==> config.mk <==
export PLATFORM = sky130hd
export DESIGN_NAME = apb_screen_txfifo
export DESIGN_NICKNAME = d
export VERILOG_FILES = /design/src/rtl/apb_screen_pkg.sv /design/src/rtl/apb_screen_txfifo_fifo.sv /design/src/rtl/apb_screen_txfifo.sv
export SDC_FILE = /design/constraint.sdc
export NUM_CORES = 1
export LEC_CHECK = 0
export CAP_MARGIN = 20
export CORE_AREA = 2 2 262 213
export DETAILED_ROUTE_END_ITERATION = 8
export DIE_AREA = 0 0 264 215
export PLACE_DENSITY_LB_ADDON = 0.3
export SETUP_SLACK_MARGIN = 0.1
export SLEW_MARGIN = 10
export SYNTH_ARGS = -nofsm -noshare
export SYNTH_HDL_FRONTEND = slang
export SYNTH_SLANG_ARGS = --single-unit
==> constraint.sdc <==
create_clock -name PCLK -period 6.36 [get_ports PCLK]
set_input_delay 0.954 -clock PCLK [delete_from_list [all_inputs] [get_ports PCLK]]
set_output_delay 0.954 -clock PCLK [all_outputs]
set_load 0.005 [all_outputs]
==> src/rtl/apb_screen_pkg.sv <==
// Shared register map, bit positions and CTRL layout for the APB screen TX FIFO.
package apb_screen_pkg;

    localparam logic [1:0] ADDR_TXDATA = 2'd0;
    localparam logic [1:0] ADDR_STATUS = 2'd1;
    localparam logic [1:0] ADDR_CTRL   = 2'd2;
    localparam logic [1:0] ADDR_THRESH = 2'd3;

    localparam int STAT_EMPTY     = 0;
    localparam int STAT_FULL      = 1;
    localparam int STAT_OVF       = 2;
    localparam int STAT_IRQ       = 3;
    localparam int STAT_LEVEL_LSB = 8;

    localparam int CTRL_ENABLE = 0;
    localparam int CTRL_FLUSH  = 1;
    localparam int CTRL_IRQ_EN = 2;

    typedef struct packed {
        logic irq_en;
        logic flush;
        logic enable;
    } ctrl_t;

    // flush is a one-shot command, so it is never retained in the stored register.
    function automatic ctrl_t ctrl_from_word(input logic [31:0] word);
        ctrl_t c;
        c.irq_en = word[CTRL_IRQ_EN];
        c.flush  = 1'b0;
        c.enable = word[CTRL_ENABLE];
        return c;
    endfunction

endpackage

==> src/rtl/apb_screen_txfifo_fifo.sv <==
// Single-clock FIFO with flush; occupancy counter gives full/empty/level directly.
module screen_sync_fifo #(
    parameter int DEPTH = 16,
    parameter int WIDTH = 32
) (
    input  logic                     i_clk,
    input  logic                     i_rst_n,
    input  logic                     i_push,
    input  logic                     i_pop,
    input  logic                     i_flush,
    input  logic [WIDTH-1:0]         i_din,
    output logic [WIDTH-1:0]         o_dout,
    output logic                     o_empty,
    output logic                     o_full,
    output logic [$clog2(DEPTH):0]   o_level
);

    localparam int AW = $clog2(DEPTH);

    logic [WIDTH-1:0] r_mem [DEPTH];
    logic [AW-1:0]    r_wr_ptr;
    logic [AW-1:0]    r_rd_ptr;
    logic [AW:0]      r_level;
    logic             w_empty;
    logic             w_full;
    logic             w_pop_ok;
    logic             w_push_ok;

    assign w_empty   = (r_level == (AW+1)'(0));
    assign w_full    = (r_level == (AW+1)'(DEPTH));
    // A push into a full FIFO is still legal when the head leaves in the same cycle.
    assign w_pop_ok  = i_pop & ~w_empty & ~i_flush;
    assign w_push_ok = i_push & ~i_flush & (~w_full | w_pop_ok);

    assign o_dout  = r_mem[r_rd_ptr];
    assign o_empty = w_empty;
    assign o_full  = w_full;
    assign o_level = r_level;

    // Storage array; contents are don't-care while the FIFO is empty.
    always_ff @(posedge i_clk) begin
        if (w_push_ok) begin
            r_mem[r_wr_ptr] <= i_din;
        end
    end

    // Pointers and occupancy.
    always_ff @(posedge i_clk or negedge i_rst_n) begin
        if (!i_rst_n) begin
            r_wr_ptr <= AW'(0);
            r_rd_ptr <= AW'(0);
            r_level  <= (AW+1)'(0);
        end else if (i_flush) begin
            r_wr_ptr <= AW'(0);
            r_rd_ptr <= AW'(0);
            r_level  <= (AW+1)'(0);
        end else begin
            if (w_push_ok) begin
                r_wr_ptr <= r_wr_ptr + AW'(1);
            end
            if (w_pop_ok) begin
                r_rd_ptr <= r_rd_ptr + AW'(1);
            end
            case ({w_push_ok, w_pop_ok})
                2'b10:   r_level <= r_level + (AW+1)'(1);
                2'b01:   r_level <= r_level - (AW+1)'(1);
                default: r_level <= r_level;
            endcase
        end
    end

endmodule

==> src/rtl/apb_screen_txfifo.sv <==
// APB3 completer buffering screen words into a FIFO that drains over a valid/ready stream.
module apb_screen_txfifo
    import apb_screen_pkg::*;
#(
    parameter int DEPTH       = 16,
    parameter int WAIT_STATES = 0
) (
    input  logic        PCLK,
    input  logic        PRESERN,
    input  logic        PSEL,
    input  logic        PENABLE,
    input  logic        PWRITE,
    input  logic [7:0]  PADDR,
    input  logic [31:0] PWDATA,
    output logic [31:0] PRDATA,
    output logic        PREADY,
    output logic        PSLVERR,
    output logic [31:0] out_data,
    output logic        out_valid,
    input  logic        out_ready,
    output logic        irq
);

    localparam int         LW   = $clog2(DEPTH) + 1;
    localparam logic [2:0] WS_C = 3'(WAIT_STATES);

    logic [2:0]    r_wait_cnt;
    ctrl_t         r_ctrl;
    logic [LW-1:0] r_thresh;
    logic          r_overflow;
    logic          r_irq;

    logic          w_access;
    logic          w_complete;
    logic          w_wr;
    logic          w_rd;
    logic [1:0]    w_addr;
    logic          w_wr_tx;
    logic          w_flush;
    logic          w_out_valid;
    logic          w_pop;
    logic          w_push;
    logic          w_drop;
    logic          w_empty;
    logic          w_full;
    logic [LW-1:0] w_level;
    logic [31:0]   w_fifo_dout;
    logic [31:0]   w_status;
    logic [31:0]   w_rdata;
    logic          w_unused;

    assign w_access   = PSEL & PENABLE;
    assign w_complete = w_access & (r_wait_cnt == WS_C);
    assign w_addr     = PADDR[3:2];
    assign w_wr       = w_complete & PWRITE;
    assign w_rd       = PSEL & ~PWRITE;
    assign w_unused   = ^{PADDR[7:4], PADDR[1:0]};

    assign w_wr_tx     = w_wr & (w_addr == ADDR_TXDATA);
    assign w_flush     = w_wr & (w_addr == ADDR_CTRL) & PWDATA[CTRL_FLUSH];
    assign w_out_valid = r_ctrl.enable & ~w_empty;
    // Flush wins over a same-cycle pop so the head word is discarded, not delivered.
    assign w_pop       = w_out_valid & out_ready & ~w_flush;
    assign w_push      = w_wr_tx & (~w_full | w_pop);
    assign w_drop      = w_wr_tx & w_full & ~w_pop;

    assign PREADY    = w_complete;
    assign PSLVERR   = w_drop;
    assign PRDATA    = w_rdata;
    assign out_data  = w_fifo_dout;
    assign out_valid = w_out_valid;
    assign irq       = r_irq;

    screen_sync_fifo #(
        .DEPTH (DEPTH),
        .WIDTH (32)
    ) u_fifo (
        .i_clk   (PCLK),
        .i_rst_n (PRESERN),
        .i_push  (w_push),
        .i_pop   (w_pop),
        .i_flush (w_flush),
        .i_din   (PWDATA),
        .o_dout  (w_fifo_dout),
        .o_empty (w_empty),
        .o_full  (w_full),
        .o_level (w_level)
    );

    // Wait-state counter: advances through the access phase, restarts per transfer.
    always_ff @(posedge PCLK or negedge PRESERN) begin
        if (!PRESERN) begin
            r_wait_cnt <= 3'd0;
        end else if (!PSEL || w_complete) begin
            r_wait_cnt <= 3'd0;
        end else if (w_access && (r_wait_cnt < WS_C)) begin
            r_wait_cnt <= r_wait_cnt + 3'd1;
        end else begin
            r_wait_cnt <= r_wait_cnt;
        end
    end

    // STATUS word assembly.
    always_comb begin
        w_status                           = 32'd0;
        w_status[STAT_EMPTY]               = w_empty;
        w_status[STAT_FULL]                = w_full;
        w_status[STAT_OVF]                 = r_overflow;
        w_status[STAT_IRQ]                 = r_irq;
        w_status[STAT_LEVEL_LSB +: LW]     = w_level;
    end

    // Read data mux; zero for anything that is not a read.
    always_comb begin
        w_rdata = 32'd0;
        if (w_rd) begin
            case (w_addr)
                ADDR_STATUS: w_rdata = w_status;
                ADDR_CTRL:   w_rdata = {29'd0, r_ctrl};
                ADDR_THRESH: w_rdata = 32'(r_thresh);
                default:     w_rdata = 32'd0;
            endcase
        end else begin
            w_rdata = 32'd0;
        end
    end

    // Control/threshold registers, sticky overflow and the level interrupt.
    always_ff @(posedge PCLK or negedge PRESERN) begin
        if (!PRESERN) begin
            r_ctrl     <= '0;
            r_thresh   <= '0;
            r_overflow <= 1'b0;
            r_irq      <= 1'b0;
        end else begin
            if (w_wr && (w_addr == ADDR_CTRL)) begin
                r_ctrl <= ctrl_from_word(PWDATA);
            end
            if (w_wr && (w_addr == ADDR_THRESH)) begin
                r_thresh <= PWDATA[LW-1:0];
            end
            if (w_drop) begin
                r_overflow <= 1'b1;
            end else if (w_wr && (w_addr == ADDR_STATUS) && PWDATA[STAT_OVF]) begin
                r_overflow <= 1'b0;
            end
            r_irq <= r_ctrl.irq_en & r_ctrl.enable & (w_level <= r_thresh);
        end
    end

endmodule

==> summary.txt <==
Status
  • Outcome: finished, final reports clean

Synth
  • Post-Syn Area per Cell: 18.4 sq um
  • Mapped cell area: 21500 sq um
  • Top-area cell type share of the netlist area: 71.7%
  • Sequential share of the synthesized area: 74.2%
  • Synth cell types: 46
  • Yosys top cell by area: edfxtp_1
  • Yosys warns: 0
  • Yosys reg bits: 534
  • Largest cells by area after synthesis: edfxtp_1 (72%), mux4_2 (6.7%), mux2i_1 (4.7%)
  • Post-Syn Instances: roughly 1200

Routing
  • TritonRoute pass-1 iters: 5
  • Detailed Route Iter0 Violations: 997
  • Routed vias/inst: 5.35
  • Routed Antenna Nets: 0
  • WL final: 46.1 mm
  • Via count: 10800
  • DRC: 0
  • Wirelength per Cell: approximately 23 microns

Floorplanning
  • Die Area: 56800 sq um
  • Core Region: between 50000 and 60000 sq um
  • Row count: slightly below 80
  • Die Height: 215 microns
  • Chip width: 264 microns
  • Io pins: between 100 and 150
  • Initial Util: about two fifths

Finish
  • Final core utilization: 45.7%
  • Fillcell total: around 4600
  • Area Growth Syn to Fin: 15.7%
  • Most frequent cells in the layout: edfxtp_1 (512), mux2i_1 (101), clkdlybuf4s50_1 (85)
  • Commonest non-fill, non-tap cell in the layout: edfxtp_1
  • Layout cells sized above 1: 17.8%
  • Final-stage net count: 1335

Global route
  • First-pass GRT wire length: roughly 69 mm
  • Pin count of the biggest net entering global routing: 61
  • Initial antenna violation count: 1
  • Vias in the first global route: 10900
  • GRT Util Overall: around 16%
  • Grt ovf: 0

STA
  • RSZ-0062 raised after global routing: no
  • Worst slew pin tran: around 1100 ps
  • Slew Viols, Final: 0
  • Period utilisation layout: between 70% and 80%
  • Slew HR: 29.3%
  • Post-route minimum period: 4540 ps
  • Hold slack final: 543 ps
  • Fmax: 220 MHz
  • # setup viols final: 0
  • Worst clock skew: around 25 ps
  • Setup TNS: 0 ps
  • Hold Vio Cnt, Final: 0

CTS
  • PostCTS Resize Cnt: 0
  • Cts bufs inserted: 52
  • # clock sinks: between 500 and 600
  • # Post-CTS Setup Buffers: 0
  • Max H-tree Level: 2
  • Maximum clock path buffer count: 3
  • Worst-path clk slew: 60 ps
  • Clock root cell: clkbuf_16
  • Hold_buf cts: 0
  • Worst-Skew Late Latency: 580 ps
  • CTS tree: built

Critical path
  • RR Startpoint: u_fifo.o_level[1]$_DFFE_PN0P_
  • FF-to-FF End: u_fifo.r_mem[12][20]$_DFFE_PP_
  • Critical Path RT: roughly 5400 ps
  • Worst Reg-to-Reg Cells: 5
  • CP Capture Type: output port
  • Setup crit start kind: register
  • CP Class: register to output port
  • R2R setup slack: 3240 ps
  • Crit-path max FO: ~50
  • Worst EP arrival: 3580 ps

Pwr
  • Pleak: around 0.008 uW
  • Peak VDD IR: around 280 uV
  • Power Density: between 300 and 400 nW/um^2

Min path
  • Hold path depth: 2
  • Hold_sp: r_ctrl[2]$_DFFE_PN0N_
  • Worst hold path type: register to register
  • Worst Hold End: irq$_DFF_PN0_

Placed design
  • Placer Congestion: 0.751
  • Post-DP HPWL: 25.4 mm
  • Quantity of I/O buffers inserted on ports: 85

Flow run
  • # Max-Cap Violations: 0
-- metal layers --
layer | up-vias | global-route usage [%] | wire length [microns]
met5 | - | 0 | 0
met4 | 0 | 3.13 | 693
met3 | 62 | 2.82 | 2440
met2 | 284 | 25.9 | 22000
met1 | 5636 | 23.2 | 20900
li1 | 4864 | - | -
-- critical path: stages, from the launching register on --
cell	delay [ps]
dfrtp_4	1050
buf_4	540
mux2i_1	170
a221oi_1	410
o21ai_0	130
nand2_1	150
clkdlybuf4s50_1	510
-- layout make-up --
| class | count | area [sq um] | area share (%) |
|---|---|---|---|
| inverter | 12 | 45.0 | 0.181 |
| clock inverter | 28 | 239 | 0.963 |
| sequential | 534 | 15900 | 64.2 |
| tap | 711 | 890 | 3.58 |
| clock buffer | 66 | 1400 | 5.63 |
| antenna | 1 | 2.50 | 0.0101 |
| multi-input combinational | 554 | 5100 | 20.6 |
| timing repair buffer | 121 | 1210 | 4.87 |
-- worst max path at each step --
stage / startpoint / to / cells after the start
floorplan: PADDR[3] / u_fifo.r_mem[3][0]$_DFFE_PP_ / 4
global placement: PADDR[3] / PSLVERR / 6
detailed placement: PADDR[3] / PSLVERR / 6
CTS: u_fifo.r_rd_ptr[0]$_DFFE_PN0P_ / out_data[24] / 7
global route: u_fifo.r_rd_ptr[0]$_DFFE_PN0P_ / out_data[24] / 7
finish: u_fifo.r_rd_ptr[0]$_DFFE_PN0P_ / out_data[25] / 6
-- synth_stat cells (all sizes together) --
master  count
nor2b       4
nor3b       2
nand4b      1
and3        2
o21ai      71
a22oi      35
a221oi     32
mux2i     101
mux4       64
clkbuf     26
dfrtp      22
a21o        1
or3         1
a311oi      2
o21a        1
o41ai       1
o22ai       2
a21oi      37
a211o       1
buf        59
nand3b      2
nand4       2
nor3       10
and2        9
nand2      49
edfxtp    512
o31ai       1
nor4        6
conb        1
ha         14
xor2        7
nand2b      4
nor2       22
nand3       8
mux2       40
inv        12
-- state kept, by name, summed over array words and instances (netlist names) --
name             cells
irq                  1
r_ctrl               2
r_overflow           1
r_thresh             5
u_fifo.o_level       5
u_fifo.r_mem       512
u_fifo.r_rd_ptr      4
u_fifo.r_wr_ptr      4
-- logic make-up (layout without fill, tap and decap cells) --
group / after synthesis / in the layout / share of synthesized area (%)
simple gates: 122 / 122 / 2.79
compound gates: 184 / 184 / 5.49
fa+ha+maj: 14 / 14 / 0.816
xor+xnor: 7 / 7 / 0.286
other cells: 1 / 23 / 0.0175
mux: 205 / 205 / 13.5
flops: 534 / 534 / 74.2
buf+inv: 97 / 227 / 2.83
-- per-stage QoR --
step                      std cells  setup slack [ps]  area, sq um  total power [uW]
after detailed placement       1932              1870        23200              6710
after floorplan                1185              1020        21500              5840
after global placement         1932              1870        23200              6700
final                          2027              1820        24800              9580
after global routing           2026              1570        24800             10000
after CTS                      2026              1780        24800              9700
-- where the power goes --
part | leakage (uW) | internal [uW] | switching (uW) | total, uW
clock network | 0.000786 | 1710 | 1270 | 2980
logic | 0.00251 | 1260 | 1230 | 2490
registers | 0.00488 | 3910 | 193 | 4110
(Power assumes the default switching activity.)
